**src/rtl/mem_ctrl_pkg.sv**
```systemverilog
// Shared types and constants for the MEM-stage access sequencer.
package mem_ctrl_pkg;

  typedef enum logic [1:0] {
    IDLE = 2'd0,
    BUSY = 2'd1,
    DONE = 2'd2
  } mem_state_e;

  localparam int unsigned DATA_W = 32;
  localparam int unsigned WDOG_W = 8;
  localparam logic [DATA_W-1:0] TIMEOUT_DATA = 32'hDEADBEEF;

endpackage

```
**src/rtl/mem_watchdog.sv**
```systemverilog
// Saturating wait-cycle counter; flags the cycle in which the count would reach TIMEOUT.
module mem_watchdog
  import mem_ctrl_pkg::*;
#(
  parameter int unsigned TIMEOUT = 255
) (
  input  logic clk,
  input  logic reset,
  input  logic clr,
  input  logic en,
  output logic expire_c
);

  localparam int unsigned CMP_W = WDOG_W + 1;
  localparam logic [WDOG_W-1:0] CNT_MAX = '1;

  logic [WDOG_W-1:0] count_q, count_d;

  always_comb begin
    count_d = count_q;
    if (clr) begin
      count_d = '0;
    end else if (en && (count_q != CNT_MAX)) begin
      count_d = count_q + WDOG_W'(1);
    end
  end

  // Expire on the wait cycle whose increment brings the count up to TIMEOUT.
  assign expire_c = en && ((CMP_W'(count_q) + CMP_W'(1)) >= CMP_W'(TIMEOUT));

  always_ff @(posedge clk) begin
    if (reset) begin
      count_q <= '0;
    end else begin
      count_q <= count_d;
    end
  end

endmodule

```
**src/rtl/mem_access_ctrl.sv**
```systemverilog
// MEM-stage sequencer: runs one word access per instruction against a
// variable-latency memory, stalling the pipeline while it is outstanding.
module mem_access_ctrl
  import mem_ctrl_pkg::*;
#(
  parameter int unsigned TIMEOUT = 255
) (
  input  logic              clk,
  input  logic              reset,
  input  logic              memtoregm,
  input  logic              memwritem,
  input  logic [DATA_W-1:0] aluoutm,
  input  logic [DATA_W-1:0] writedatam,
  output logic              mem_req,
  output logic              mem_we,
  output logic [DATA_W-1:0] mem_addr,
  output logic [DATA_W-1:0] mem_wdata,
  input  logic              mem_ready,
  input  logic [DATA_W-1:0] mem_rdata,
  output logic [DATA_W-1:0] readdatam,
  output logic              stallm,
  output logic              flushw,
  output logic              mem_err
);

  mem_state_e        state_q, state_d;
  logic              mem_req_q, mem_req_d;
  logic              mem_we_q, mem_we_d;
  logic [DATA_W-1:0] mem_addr_q, mem_addr_d;
  logic [DATA_W-1:0] mem_wdata_q, mem_wdata_d;
  logic [DATA_W-1:0] readdata_q, readdata_d;
  logic              mem_err_q, mem_err_d;

  logic access_c, misaligned_c;
  logic wd_clr_c, wd_en_c, wd_expire_c;

  assign access_c     = memtoregm | memwritem;
  assign misaligned_c = access_c && (aluoutm[1:0] != 2'b00);

  mem_watchdog #(
    .TIMEOUT (TIMEOUT)
  ) u_watchdog (
    .clk      (clk),
    .reset    (reset),
    .clr      (wd_clr_c),
    .en       (wd_en_c),
    .expire_c (wd_expire_c)
  );

  always_comb begin
    state_d     = state_q;
    mem_req_d   = mem_req_q;
    mem_we_d    = mem_we_q;
    mem_addr_d  = mem_addr_q;
    mem_wdata_d = mem_wdata_q;
    readdata_d  = readdata_q;
    mem_err_d   = mem_err_q;
    stallm      = 1'b0;
    wd_clr_c    = 1'b0;
    wd_en_c     = 1'b0;

    unique case (state_q)
      IDLE: begin
        if (misaligned_c) begin
          mem_err_d  = 1'b1;
          readdata_d = '0;
        end else if (access_c) begin
          stallm      = 1'b1;
          mem_addr_d  = {aluoutm[DATA_W-1:2], 2'b00};
          mem_wdata_d = writedatam;
          mem_we_d    = memwritem;
          mem_req_d   = 1'b1;
          wd_clr_c    = 1'b1;
          state_d     = BUSY;
        end
      end
      BUSY: begin
        stallm = 1'b1;
        // A completing handshake wins over a timeout in the same cycle.
        if (mem_ready) begin
          if (!mem_we_q) begin
            readdata_d = mem_rdata;
          end
          mem_req_d = 1'b0;
          state_d   = DONE;
        end else begin
          wd_en_c = 1'b1;
          if (wd_expire_c) begin
            mem_err_d  = 1'b1;
            readdata_d = TIMEOUT_DATA;
            mem_req_d  = 1'b0;
            state_d    = DONE;
          end
        end
      end
      DONE: begin
        state_d = IDLE;
      end
      default: begin
        state_d   = IDLE;
        mem_req_d = 1'b0;
      end
    endcase
  end

  assign flushw = stallm;

  always_ff @(posedge clk) begin
    if (reset) begin
      state_q     <= IDLE;
      mem_req_q   <= 1'b0;
      mem_we_q    <= 1'b0;
      mem_addr_q  <= '0;
      mem_wdata_q <= '0;
      readdata_q  <= '0;
      mem_err_q   <= 1'b0;
    end else begin
      state_q     <= state_d;
      mem_req_q   <= mem_req_d;
      mem_we_q    <= mem_we_d;
      mem_addr_q  <= mem_addr_d;
      mem_wdata_q <= mem_wdata_d;
      readdata_q  <= readdata_d;
      mem_err_q   <= mem_err_d;
    end
  end

  assign mem_req   = mem_req_q;
  assign mem_we    = mem_we_q;
  assign mem_addr  = mem_addr_q;
  assign mem_wdata = mem_wdata_q;
  assign readdatam = readdata_q;
  assign mem_err   = mem_err_q;

endmodule

```
**config.mk**
```make
export PLATFORM = sky130hd
export DESIGN_NAME = mem_access_ctrl
export DESIGN_NICKNAME = d
export VERILOG_FILES = /design/src/rtl/mem_ctrl_pkg.sv /design/src/rtl/mem_watchdog.sv /design/src/rtl/mem_access_ctrl.sv
export SDC_FILE = /design/constraint.sdc
export NUM_CORES = 1
export LEC_CHECK = 0
export ABC_AREA = 1
export CAP_MARGIN = 20
export CORE_MARGIN = 4
export CORE_UTILIZATION = 35
export CTS_CLUSTER_DIAMETER = 40
export CTS_CLUSTER_SIZE = 12
export DETAILED_ROUTE_END_ITERATION = 8
export PLACE_DENSITY = 0.7
export SLEW_MARGIN = 20
export SYNTH_ARGS = -nofsm -noshare
export SYNTH_HDL_FRONTEND = slang
export SYNTH_SLANG_ARGS = --single-unit
```
**constraint.sdc**
```tcl
create_clock -name clk -period 2.03 [get_ports clk]
set_input_delay 0.3045 -clock clk [delete_from_list [all_inputs] [get_ports clk]]
set_output_delay 0.3045 -clock clk [all_outputs]
set_load 0.05 [all_outputs]
```
==> run summary, run 1 <==
Status -> finished clean
Startpoint types -> input port
# setup viols final -> 0
Area Overhead vs Synth -> 57.0%
Cell count after synthesis -> 592
Root buffer cell -> clkbuf_16
Peak fanout along the critical path -> 6
Antenna-violating nets left -> 0
Fin Clk Skew -> 0.00350 ns
Seq/Total Area, Yosys -> 47.6%
Final period util -> 95.8%
Die area -> 14700 um2
Crit Reg-Reg Startpoint -> u_watchdog.count_q[0]$_SDFFE_PP0P_
Placed insts -> 936
Share of cells above drive strength 1 -> 10.4%
Largest net degree at the start of global routing -> 63
TritonRoute pass-1 iters -> 4
DRT iter0 DRCs -> 194
Mux share of post-synthesis cell area -> 0%
First-pass GRT wire length -> 20800 um
Area share of fa/ha/maj cells after synthesis -> 0.556%
Worst EP required -> 1.73 ns
Initial antenna violation count -> 0
Xor/xnor share of the synthesized area -> 0%
Hold WC Path Type -> in -> reg
Max Cap Violations -> 0
Die width -> 121 um
Most common cell after layout, fill and taps aside -> clkdlybuf4s50_1
Final nets -> 881
Num Clock Sinks -> 107
CTS Buffer Depth -> 2
Avg Cell Area, Syn -> 7.60 um2
# diodes -> 0
Simple-gate share of the synthesized area -> 27.4%
Critical Path End Type -> primary output
CP startpoint -> aluoutm[1]
Vias after detailed routing -> 4554
Core area -> 12600 um2
Initial core utilization -> 35.6%
Routed WL -> 13500 um
Vias per cell -> 4.77
Post-Syn Area -> 4500 um2
Clk Latency, worst-skew pair -> 0.34 ns
Compound-Gate Fraction of Synth Area -> 16.6%
DRC errors left -> 0
Fin crit period -> 1.95 ns
Clk pin slew, worst setup/hold paths -> 0.06 ns
Hold Fails Final Rpt -> 0
Critical path class -> in -> out
Most frequent cells in the layout -> clkdlybuf4s50_1, nand2_1, dfxtp_1, a21oi_1, nor2_1
Setup TNS Final -> 0 ns
Layout fillers -> 1194
GP Congestion -> 0.813
Port buffer count -> 199
Total gr overflow -> 0
WP data arrival -> 1.64 ns
Post-synth EDFFs -> 0
Hold path start -> reset
VDD IR max -> 378 uV
Leakage -> 0.00267 uW
Die Span Y -> 121 um
Minimum hold slack -> 0.325 ns
Number of global-route vias before repair -> 4395
CTS tree -> built
Number of cell rows -> 41
Netlist cell types -> 33
Yosys warnings -> 0
Register bit count reported by yosys -> 107
Cts hold-fix bufs -> 0
H-tree Lvls -> 3
Slew Limit Fails -> 0
Fmax -> 514 MHz
Total GRT Usage -> 17.4%
Ys flop type -> dfxtp_1
Fin cells -> 954
RSZ-0062 raised after global routing -> no
Async set-or-reset flop fraction in the synthesized netlist -> 0%
Post-DP HPWL -> 9440 um
Largest family of logic cells by synthesized area -> simple AND/OR/NAND/NOR gates
# IOs -> 202
Worst Tran Pin Value -> 0.549 ns
PwrDens -> 776 nW/um2
Wire per inst -> 14.1 um
TritonCTS buffer count -> 9
Worst rel slew slack -> 63.3%
[cell families (layout without fill, tap and decap cells)]
family,count (synthesis),after routing
buffers and inverters,60,249
other,1,2
and+or+nand+nor,282,282
AOI/OAI and AO/OA,140,140
DFF,107,107
adders and majority gates,2,2
[through the flow]
stage / instance area, um2 / util (%) / power (uW) / setup WS [ns]
after floorplan: 4500 / - / 3200 / 0.104
after global placement: 6670 / 52.8 / 3750 / -0.0354
after detailed placement: 6670 / 52.8 / 3760 / -0.0952
after CTS: 6970 / 55.2 / 5520 / 0.0167
after global routing: 7060 / 56.0 / 5720 / 0.00105
final: 7060 / 56.0 / 5480 / 0.0844
[final timing paths]
path | cells past startpoint | end | slack, ns
setup / recovery | 6 | stallm | 0.08
hold / removal | 2 | state_q[1]$_SDFFE_PP0P_ | 0.33
setup reg to reg | 13 | readdatam[28]$_SDFFE_PP0P_ | 0.15
hold reg to reg | 2 | mem_addr[20]$_SDFFE_PP0P_ | 0.46
[worst max-delay path: stages]
cell             delay [ns]
clkdlybuf4s50_1        0.39
or2_2                  0.31
nor3_2                 0.16
nand2_2                0.16
nand2_2                0.16
buf_12                 0.15
[Yosys cell counts (all sizes together) (2+ instances only)]
cell | number | share of area (%)
or2 | 2 | 0.28
ha | 2 | 0.56
dfxtp | 107 | 48
nand4 | 2 | 0.28
o21ai | 30 | 3.3
nor2 | 47 | 4.8
buf | 30 | 5.0
nand3 | 40 | 5.7
nand2 | 190 | 16
a21oi | 105 | 12
o21bai | 2 | 0.33
clkbuf | 15 | 1.3
inv | 15 | 1.4
[registers in the layout, indices dropped and copies added, names as in the netlist]
name,cells
mem_err,1
u_watchdog.count_q,8
mem_wdata,32
state_q,2
mem_req,1
readdatam,32
mem_we,1
mem_addr,30
[what timing repair did]
item                       CTS  global route
cloned                       0             2
pin swaps                    0             1
gates resized for setup      2             8
setup endpoints to repair    9            32
setup buffers                0             1
[per-layer routing]
metal | track usage [%] | vias to the layer above | share of wire (%)
met1 | 20.5 | 2054 | 42
met5 | 0 | - | 0
met3 | 7.37 | 13 | 10
met4 | 5.88 | 0 | 1.3
li1 | - | 2299 | -
met2 | 28.3 | 188 | 46
[power breakdown]
| part | internal (uW) | switching (uW) |
|---|---|---|
| clock | 1020 | 743 |
| combinational | 580 | 840 |
| sequential | 2230 | 76.9 |
[area by class of cell]
class | instances | area, um2 | share of cell area [%]
Timing Repair Buffer | 219 | 2280 | 32.3
Sequential cell | 107 | 2150 | 30.4
Multi-Input combinational cell | 426 | 2060 | 29.2
Clock buffer | 13 | 260 | 3.69
Tap cell | 172 | 215 | 3.05
Inverter | 15 | 61.3 | 0.868
Clock inverter | 2 | 35.0 | 0.496
(Power assumes the default switching activity.)
==> run 2: changes to the inputs <==
--- a/config.mk
+++ b/config.mk
@@ -12,7 +12,7 @@
 export CTS_CLUSTER_DIAMETER = 40
 export CTS_CLUSTER_SIZE = 12
 export DETAILED_ROUTE_END_ITERATION = 8
-export PLACE_DENSITY = 0.7
+export PLACE_DENSITY = 0.73
 export SLEW_MARGIN = 20
 export SYNTH_ARGS = -nofsm -noshare
 export SYNTH_HDL_FRONTEND = slang
==> constraint.sdc (replaced) <==
create_clock -name clk -period 1.7 [get_ports clk]
set_input_delay 0.255 -clock clk [delete_from_list [all_inputs] [get_ports clk]]
set_output_delay 0.255 -clock clk [all_outputs]
set_load 0.05 [all_outputs]
==> run 2 against run 1 <==
Effect of this change:
- the flow now finishes with violations (setup timing)
- core utilization grew 0.74 points
- flip-flop and latch count unchanged
- total power grew 19%
- global-route usage grew 0.054 points
- count of clock-buffer cells in the layout is 2 lower
- via count is 3.3% higher
- combinational power grew 20%
- register-to-register slack worse by 0.29 ns
- largest cell class unchanged
- largest power group unchanged
- highest routed layer unchanged
==> run summary, run 2 (synthesis results as in run 1) <==
DRC errors left -> 0 (unchanged)
Hold Fails Final Rpt -> 0 (unchanged)
Largest stage delay, worst path -> 0.39 ns (about the same)
Placed insts -> 948 (was 936)
Hold path depth -> 5 (was 2)
Vias per cell -> 4.84 (was 4.77)
TritonRoute pass-1 iters -> 4 (unchanged)
R2R Path End -> readdatam[2]$_SDFFE_PP0P_ (was readdatam[28]$_SDFFE_PP0P_)
Post-DP HPWL -> 9870 um (was 9440 um)
Core area -> 12600 um2 (unchanged)
Routed WL -> 13900 um (was 13500 um)
H-tree Lvls -> 3 (unchanged)
Top delay family on crit path -> simple AND/OR/NAND/NOR gates (unchanged)
Worst EP required -> 1.94 ns (was 1.73 ns)
Num Clock Sinks -> 107 (unchanged)
Fin crit period -> 1.84 ns
Total GRT Usage -> 17.4% (about the same)
Fmax -> 543 MHz
Startpoint types -> flip-flop (was input port)
Final period util -> 108%
Clk pin slew, worst setup/hold paths -> 0.07 ns (was 0.06 ns)
Port buffer count -> 199 (unchanged)
Clk Latency, worst-skew pair -> 0.35 ns (was 0.34 ns)
Vias after detailed routing -> 4705 (was 4554)
Top routing layer in use -> met4 (unchanged)
Critical Path End Type -> flip-flop (was primary output)
Most common cell after layout, fill and taps aside -> nand2_1 (was clkdlybuf4s50_1)
Antenna-violating nets left -> 0 (unchanged)
Share of cells above drive strength 1 -> 27.5% (was 10.4%)
Peak fanout along the critical path -> 11 (was 6)
Hold WC Path Type -> in -> reg (unchanged)
CTS tree -> built (unchanged)
WL met1 -> 5530 um (was 5650 um)
Hold path start -> reset (unchanged)
Most frequent cells in the layout -> nand2_1, buf_4, dfxtp_1, clkdlybuf4s50_1, a21oi_1 (was clkdlybuf4s50_1, nand2_1, dfxtp_1, a21oi_1, nor2_1)
Max Cap Violations -> 0 (unchanged)
Fin cells -> 972 (was 954)
PwrDens -> 914 nW/um2 (was 776 nW/um2)
First-pass GRT wire length -> 20800 um (about the same)
Die width -> 121 um (unchanged)
DRT iter0 DRCs -> 232 (was 194)
Metal2 WL -> 6710 um (was 6220 um)
FF-to-FF path depth -> 13 (unchanged)
Root buffer cell -> clkbuf_16 (unchanged)
WP data arrival -> 2.08 ns (was 1.64 ns)
Largest net degree at the start of global routing -> 70 (was 63)
Fin Clk Skew -> 0.00543 ns (was 0.00350 ns)
Number of global-route vias before repair -> 4427 (was 4395)
Area Overhead vs Synth -> 59.1% (was 57.0%)
Die Span Y -> 121 um (unchanged)
Design Area, Final -> 7160 um2 (was 7060 um2)
Cell Chain, Critical Path -> inv_4, ha_4, nor2_1, nor2_1, nor2_1, nand3_1, nor2_1, nand2_2, nand2_8, buf_12, nand3_1, nand2_1, nor2_1 (was clkdlybuf4s50_1, or2_2, nor3_2, nand2_2, nand2_2, buf_12)
Initial antenna violation count -> 0 (unchanged)
Die area -> 14700 um2 (unchanged)
Final worst slack -> -0.140 ns (was 0.0844 ns)
Wire length on met3 -> 1400 um (was 1410 um)
Slowest cell on the critical path -> dfxtp_4 (was clkdlybuf4s50_1)
CTS Buffer Depth -> 2 (unchanged)
Critical path class -> reg -> reg (was in -> out)
Final nets -> 898 (was 881)
Minimum hold slack -> 0.343 ns (was 0.325 ns)
Layout fillers -> 1190 (was 1194)
Leakage -> 0.00301 uW (was 0.00267 uW)
Number of cell rows -> 41 (unchanged)
Failing checks -> setup timing
# diodes -> 0 (unchanged)
Wire per inst -> 14.3 um (was 14.1 um)
Total chip power -> 6540 uW (was 5480 uW)
Crit path top cell by count -> nor2_1 (was nand2_2)
Status -> finished with violations (was finished clean)
Total gr overflow -> 0 (unchanged)
TritonCTS buffer count -> 9 (unchanged)
RSZ-0062 raised after global routing -> yes (was no)
Slew Limit Fails -> 0 (unchanged)
Placed cell area -> 6560 um2 (was 6670 um2)
VDD IR max -> 499 uV (was 378 uV)
# setup viols final -> 35 (was 0)
Initial core utilization -> 35.6% (unchanged)
Cts hold-fix bufs -> 0 (unchanged)
Crit Reg-Reg Startpoint -> u_watchdog.count_q[0]$_SDFFE_PP0P_ (unchanged)
Util after Layout -> 56.7% (was 56.0%)
# IOs -> 202 (unchanged)
Hold EP -> u_watchdog.count_q[0]$_SDFFE_PP0P_ (was state_q[1]$_SDFFE_PP0P_)
CP bufs+invs -> 2 (unchanged)
GP Congestion -> 0.788 (was 0.813)
R2R Setup Slk -> -0.14 ns (was 0.15 ns)
==> run 2: cell types whose count changed in the layout (fill, tap and decap cells not counted), sizes merged <==
| cell | change |
|---|---|
| nand2 | +1 |
| buf | +110 |
| dlymetal6s2s | +2 |
| clkinv | +2 |
| clkinvlp | +1 |
| clkdlybuf4s50 | -98 |
==> run 2: layout make-up <==
type / count / area (um2) / area share, %
clock buffer: 11 / 243 / 3.39
clock inverter: 5 / 52.6 / 0.734
inverter: 15 / 63.8 / 0.892
multi-input combinational: 427 / 2190 / 30.6
sequential: 107 / 2150 / 30.1
tap: 172 / 215 / 3.01
timing repair buffer: 235 / 2240 / 31.3
==> run 2: worst max path at each step <==
stage / from / endpoint / slack (ns) / depth (start not counted)
2_1_floorplan: u_watchdog.count_q[0]$_SDFFE_PP0P_ / readdatam[13]$_SDFFE_PP0P_ / 0.02 / 14
3_3_place_gp: aluoutm[1] / mem_wdata[12]$_SDFFE_PP0P_ / -0.33 / 7
3_5_place_dp: aluoutm[1] / mem_wdata[2]$_SDFFE_PP0P_ / -0.39 / 7
4_1_cts: u_watchdog.count_q[0]$_SDFFE_PP0P_ / readdatam[2]$_SDFFE_PP0P_ / -0.09 / 13
5_1_grt: u_watchdog.count_q[0]$_SDFFE_PP0P_ / readdatam[11]$_SDFFE_PP0P_ / -0.24 / 13
6_report: u_watchdog.count_q[0]$_SDFFE_PP0P_ / readdatam[2]$_SDFFE_PP0P_ / -0.14 / 13
==> run 2: routing by layer <==
layer	up-vias	global-route usage [%]
li1	2333	-
met1	2179	19.8
met2	175	29.1
met3	18	6.85
met4	0	7.07
met5	-	0
==> run 2: repair_timing <==
| item | in CTS | in global routing |
|---|---|---|
| pin swaps | 3 | 13 |
| endpoints found under the setup margin | 37 | 87 |
| cloned | 1 | 5 |
| endpoints found under the hold margin | 0 | 0 |
| setup buffers | 2 | 1 |
| gates resized for setup | 10 | 31 |
==> run 2: metrics by stage <==
stage,TNS [ns],worst slack [ns]
2_1_floorplan,0,0.0208
3_3_place_gp,-24.86,-0.326
3_5_place_dp,-28.94,-0.392
4_1_cts,-2.21,-0.0904
5_1_grt,-7.11,-0.237
6_report,-3.79,-0.140
==> run 2: power breakdown <==
group          switching [uW]  internal (uW)
Clock                     905           1180
Combinational            1030            680
Sequential               95.1           2660
==> run 2: worst min-delay path, delay by kind of cell <==
family | cells | cell delay, ns
AO/OA/AOI/OAI | 1 | 0.04
buffers and inverters | 3 | 0.28
AND/OR/NAND/NOR | 1 | 0.07
==> run 3: changes to the inputs <==
--- a/config.mk
+++ b/config.mk
@@ -13,6 +13,7 @@
 export CTS_CLUSTER_SIZE = 12
 export DETAILED_ROUTE_END_ITERATION = 8
 export PLACE_DENSITY = 0.73
+export SKIP_CTS_REPAIR_TIMING = 1
 export SLEW_MARGIN = 20
 export SYNTH_ARGS = -nofsm -noshare
 export SYNTH_HDL_FRONTEND = slang
==> constraint.sdc (replaced) <==
create_clock -name clk -period 1.5 [get_ports clk]
set_input_delay 0.225 -clock clk [delete_from_list [all_inputs] [get_ports clk]]
set_output_delay 0.225 -clock clk [all_outputs]
set_load 0.05 [all_outputs]
==> run 3 against run 2 <==
Effect of this change:
- the run still ends with setup timing left
- design area grew 4.6%
- global-route usage grew 0.12 points
- register-to-register slack lost 0.22 ns
- critical path depth shrank 1
- combinational power grew 21%
- largest cell class unchanged
- die area is the same
- clock power grew 12%
==> run summary, run 3 (synthesis results as in run 1) <==
RSZ-0062 raised after global routing -> yes (unchanged)
Die Span Y -> 121 um (unchanged)
Clk Latency, worst-skew pair -> 0.35 ns (about the same)
Die width -> 121 um (unchanged)
Wire length on met3 -> 1290 um (was 1400 um)
Fin Clk Skew -> 0.00513 ns (was 0.00543 ns)
# diodes -> 0 (unchanged)
Critical path class -> reg -> reg (unchanged)
R2R Path End -> readdatam[18]$_SDFFE_PP0P_ (was readdatam[2]$_SDFFE_PP0P_)
PwrDens -> 1000 nW/um2 (was 914 nW/um2)
DRT iter0 DRCs -> 223 (was 232)
WP data arrival -> 2.10 ns (was 2.08 ns)
Number of global-route vias before repair -> 4468 (was 4427)
H-tree Lvls -> 3 (unchanged)
Startpoint types -> flip-flop (unchanged)
Antenna-violating nets left -> 0 (unchanged)
FF-to-FF path depth -> 12 (was 13)
Total GRT Usage -> 17.5% (was 17.4%)
Die area -> 14700 um2 (unchanged)
Core area -> 12600 um2 (unchanged)
Hold EP -> u_watchdog.count_q[0]$_SDFFE_PP0P_ (unchanged)
Slew Limit Fails -> 0 (unchanged)
Top routing layer in use -> met4 (unchanged)
Number of cell rows -> 41 (unchanged)
Total gr overflow -> 0 (unchanged)
Vias after detailed routing -> 4795 (was 4705)
VDD IR max -> 801 uV (was 499 uV)
Final nets -> 917 (was 898)
Hold path start -> reset (unchanged)
Hold WC Path Type -> in -> reg (unchanged)
Most frequent cells in the layout -> nand2_1, buf_4, dfxtp_1, clkdlybuf4s50_1, a21oi_1 (unchanged)
Metal2 WL -> 7170 um (was 6710 um)
CTS Buffer Depth -> 2 (unchanged)
First-pass GRT wire length -> 20900 um (was 20800 um)
Wire per inst -> 14.7 um (was 14.3 um)
Failing checks -> setup timing (unchanged)
Final period util -> 124% (was 108%)
Fmax -> 538 MHz (was 543 MHz)
WL met1 -> 5850 um (was 5530 um)
Num Clock Sinks -> 107 (unchanged)
Area Overhead vs Synth -> 66.4% (was 59.1%)
Crit Reg-Reg Startpoint -> u_watchdog.count_q[0]$_SDFFE_PP0P_ (unchanged)
Vias per cell -> 4.84 (about the same)
# setup viols final -> 39 (was 35)
Max Cap Violations -> 0 (unchanged)
Minimum hold slack -> 0.352 ns (was 0.343 ns)
Routed WL -> 14500 um (was 13900 um)
Clk pin slew, worst setup/hold paths -> 0.07 ns (about the same)
R2R Setup Slk -> -0.36 ns (was -0.14 ns)
Worst EP required -> 1.74 ns (was 1.94 ns)
Root buffer cell -> clkbuf_16 (unchanged)
GP Congestion -> 0.842 (was 0.788)
Setup TNS Final -> -9.91 ns (was -3.79 ns)
Port buffer count -> 199 (unchanged)
Area of the multi-input gates -> 2230 um2 (was 2190 um2)
TritonRoute pass-1 iters -> 4 (unchanged)
# IOs -> 202 (unchanged)
Initial core utilization -> 35.6% (unchanged)
Reg area -> 2160 um2 (was 2150 um2)
TritonCTS buffer count -> 9 (unchanged)
Largest net degree at the start of global routing -> 70 (unchanged)
Peak fanout along the critical path -> 13 (was 11)
Initial antenna violation count -> 0 (unchanged)
Fin crit period -> 1.86 ns (was 1.84 ns)
Hold Fails Final Rpt -> 0 (unchanged)
Share of cells above drive strength 1 -> 30.7% (was 27.5%)
Most common cell after layout, fill and taps aside -> nand2_1 (unchanged)
Status -> finished with violations (unchanged)
Hold path depth -> 5 (unchanged)
DRC errors left -> 0 (unchanged)
Leakage -> 0.00316 uW (was 0.00301 uW)
Post-DP HPWL -> 9960 um (was 9870 um)
Layout fillers -> 1098 (was 1190)
Final worst slack -> -0.360 ns (was -0.140 ns)
CTS tree -> built (unchanged)
Critical Path End Type -> flip-flop (unchanged)
==> run 3: power breakdown <==
group | total (uW) | internal, uW | leakage (uW) | switching, uW
sequential | 3120 | 3010 | 0.000878 | 115
clock | 2320 | 1290 | 0.000132 | 1030
combinational | 2070 | 857 | 0.00215 | 1210
total | 7510 | 5150 | 0.00316 | 2360
==> run 3: critical path: stages (launching register included) <==
cell	delay (ns)
dfxtp_4	0.39
inv_4	0.04
ha_4	0.26
nor2_2	0.04
nor2_1	0.09
nor2_1	0.05
nand3_1	0.07
nor2_1	0.05
nand2_2	0.15
nand2_2	0.15
clkbuf_16	0.20
a21oi_1	0.18
nor2_1	0.08
==> run 3: metrics by stage <==
stage / setup slack (ns) / utilization [%] / instances / power [uW] / cell area [um2]
2_1_floorplan: -0.156 / - / 593 / 4340 / 4550
3_3_place_gp: -0.467 / 53.5 / 964 / 5090 / 6750
3_5_place_dp: -0.555 / 53.5 / 964 / 5120 / 6750
4_1_cts: -0.448 / 55.7 / 979 / 7450 / 7030
5_1_grt: -0.472 / 59.3 / 990 / 7820 / 7480
6_report: -0.360 / 59.3 / 990 / 7510 / 7480
==> run 3: cell type report <==
| class | instances | share of cell area, % |
|---|---|---|
| well taps | 172 | 2.88 |
| clock buffers | 11 | 3.11 |
| multi-input cells | 427 | 29.9 |
| clock inverters | 4 | 0.686 |
| repair buffers | 254 | 33.7 |
| flip-flops and latches | 107 | 28.8 |
| inverters | 15 | 0.953 |
==> run 3: worst max-delay path by stage <==
stage          cells after the start  slack [ns]                          to                               start
2_1_floorplan                     14       -0.16  readdatam[13]$_SDFFE_PP0P_  u_watchdog.count_q[0]$_SDFFE_PP0P_
3_3_place_gp                       8       -0.47   mem_addr[16]$_SDFFE_PP0P_                          aluoutm[0]
3_5_place_dp                       8       -0.56   mem_addr[22]$_SDFFE_PP0P_                          aluoutm[0]
4_1_cts                            6       -0.45                      stallm                          aluoutm[0]
5_1_grt                           12       -0.47  readdatam[18]$_SDFFE_PP0P_  u_watchdog.count_q[0]$_SDFFE_PP0P_
6_report                          12       -0.36  readdatam[18]$_SDFFE_PP0P_  u_watchdog.count_q[0]$_SDFFE_PP0P_
==> run 3: per-layer routing <==
layer / vias up / global-route usage, %
met2: 180 / 30.2
met5: - / 0
met4: 0 / 6.51
met1: 2225 / 20.0
li1: 2374 / -
met3: 16 / 6.06
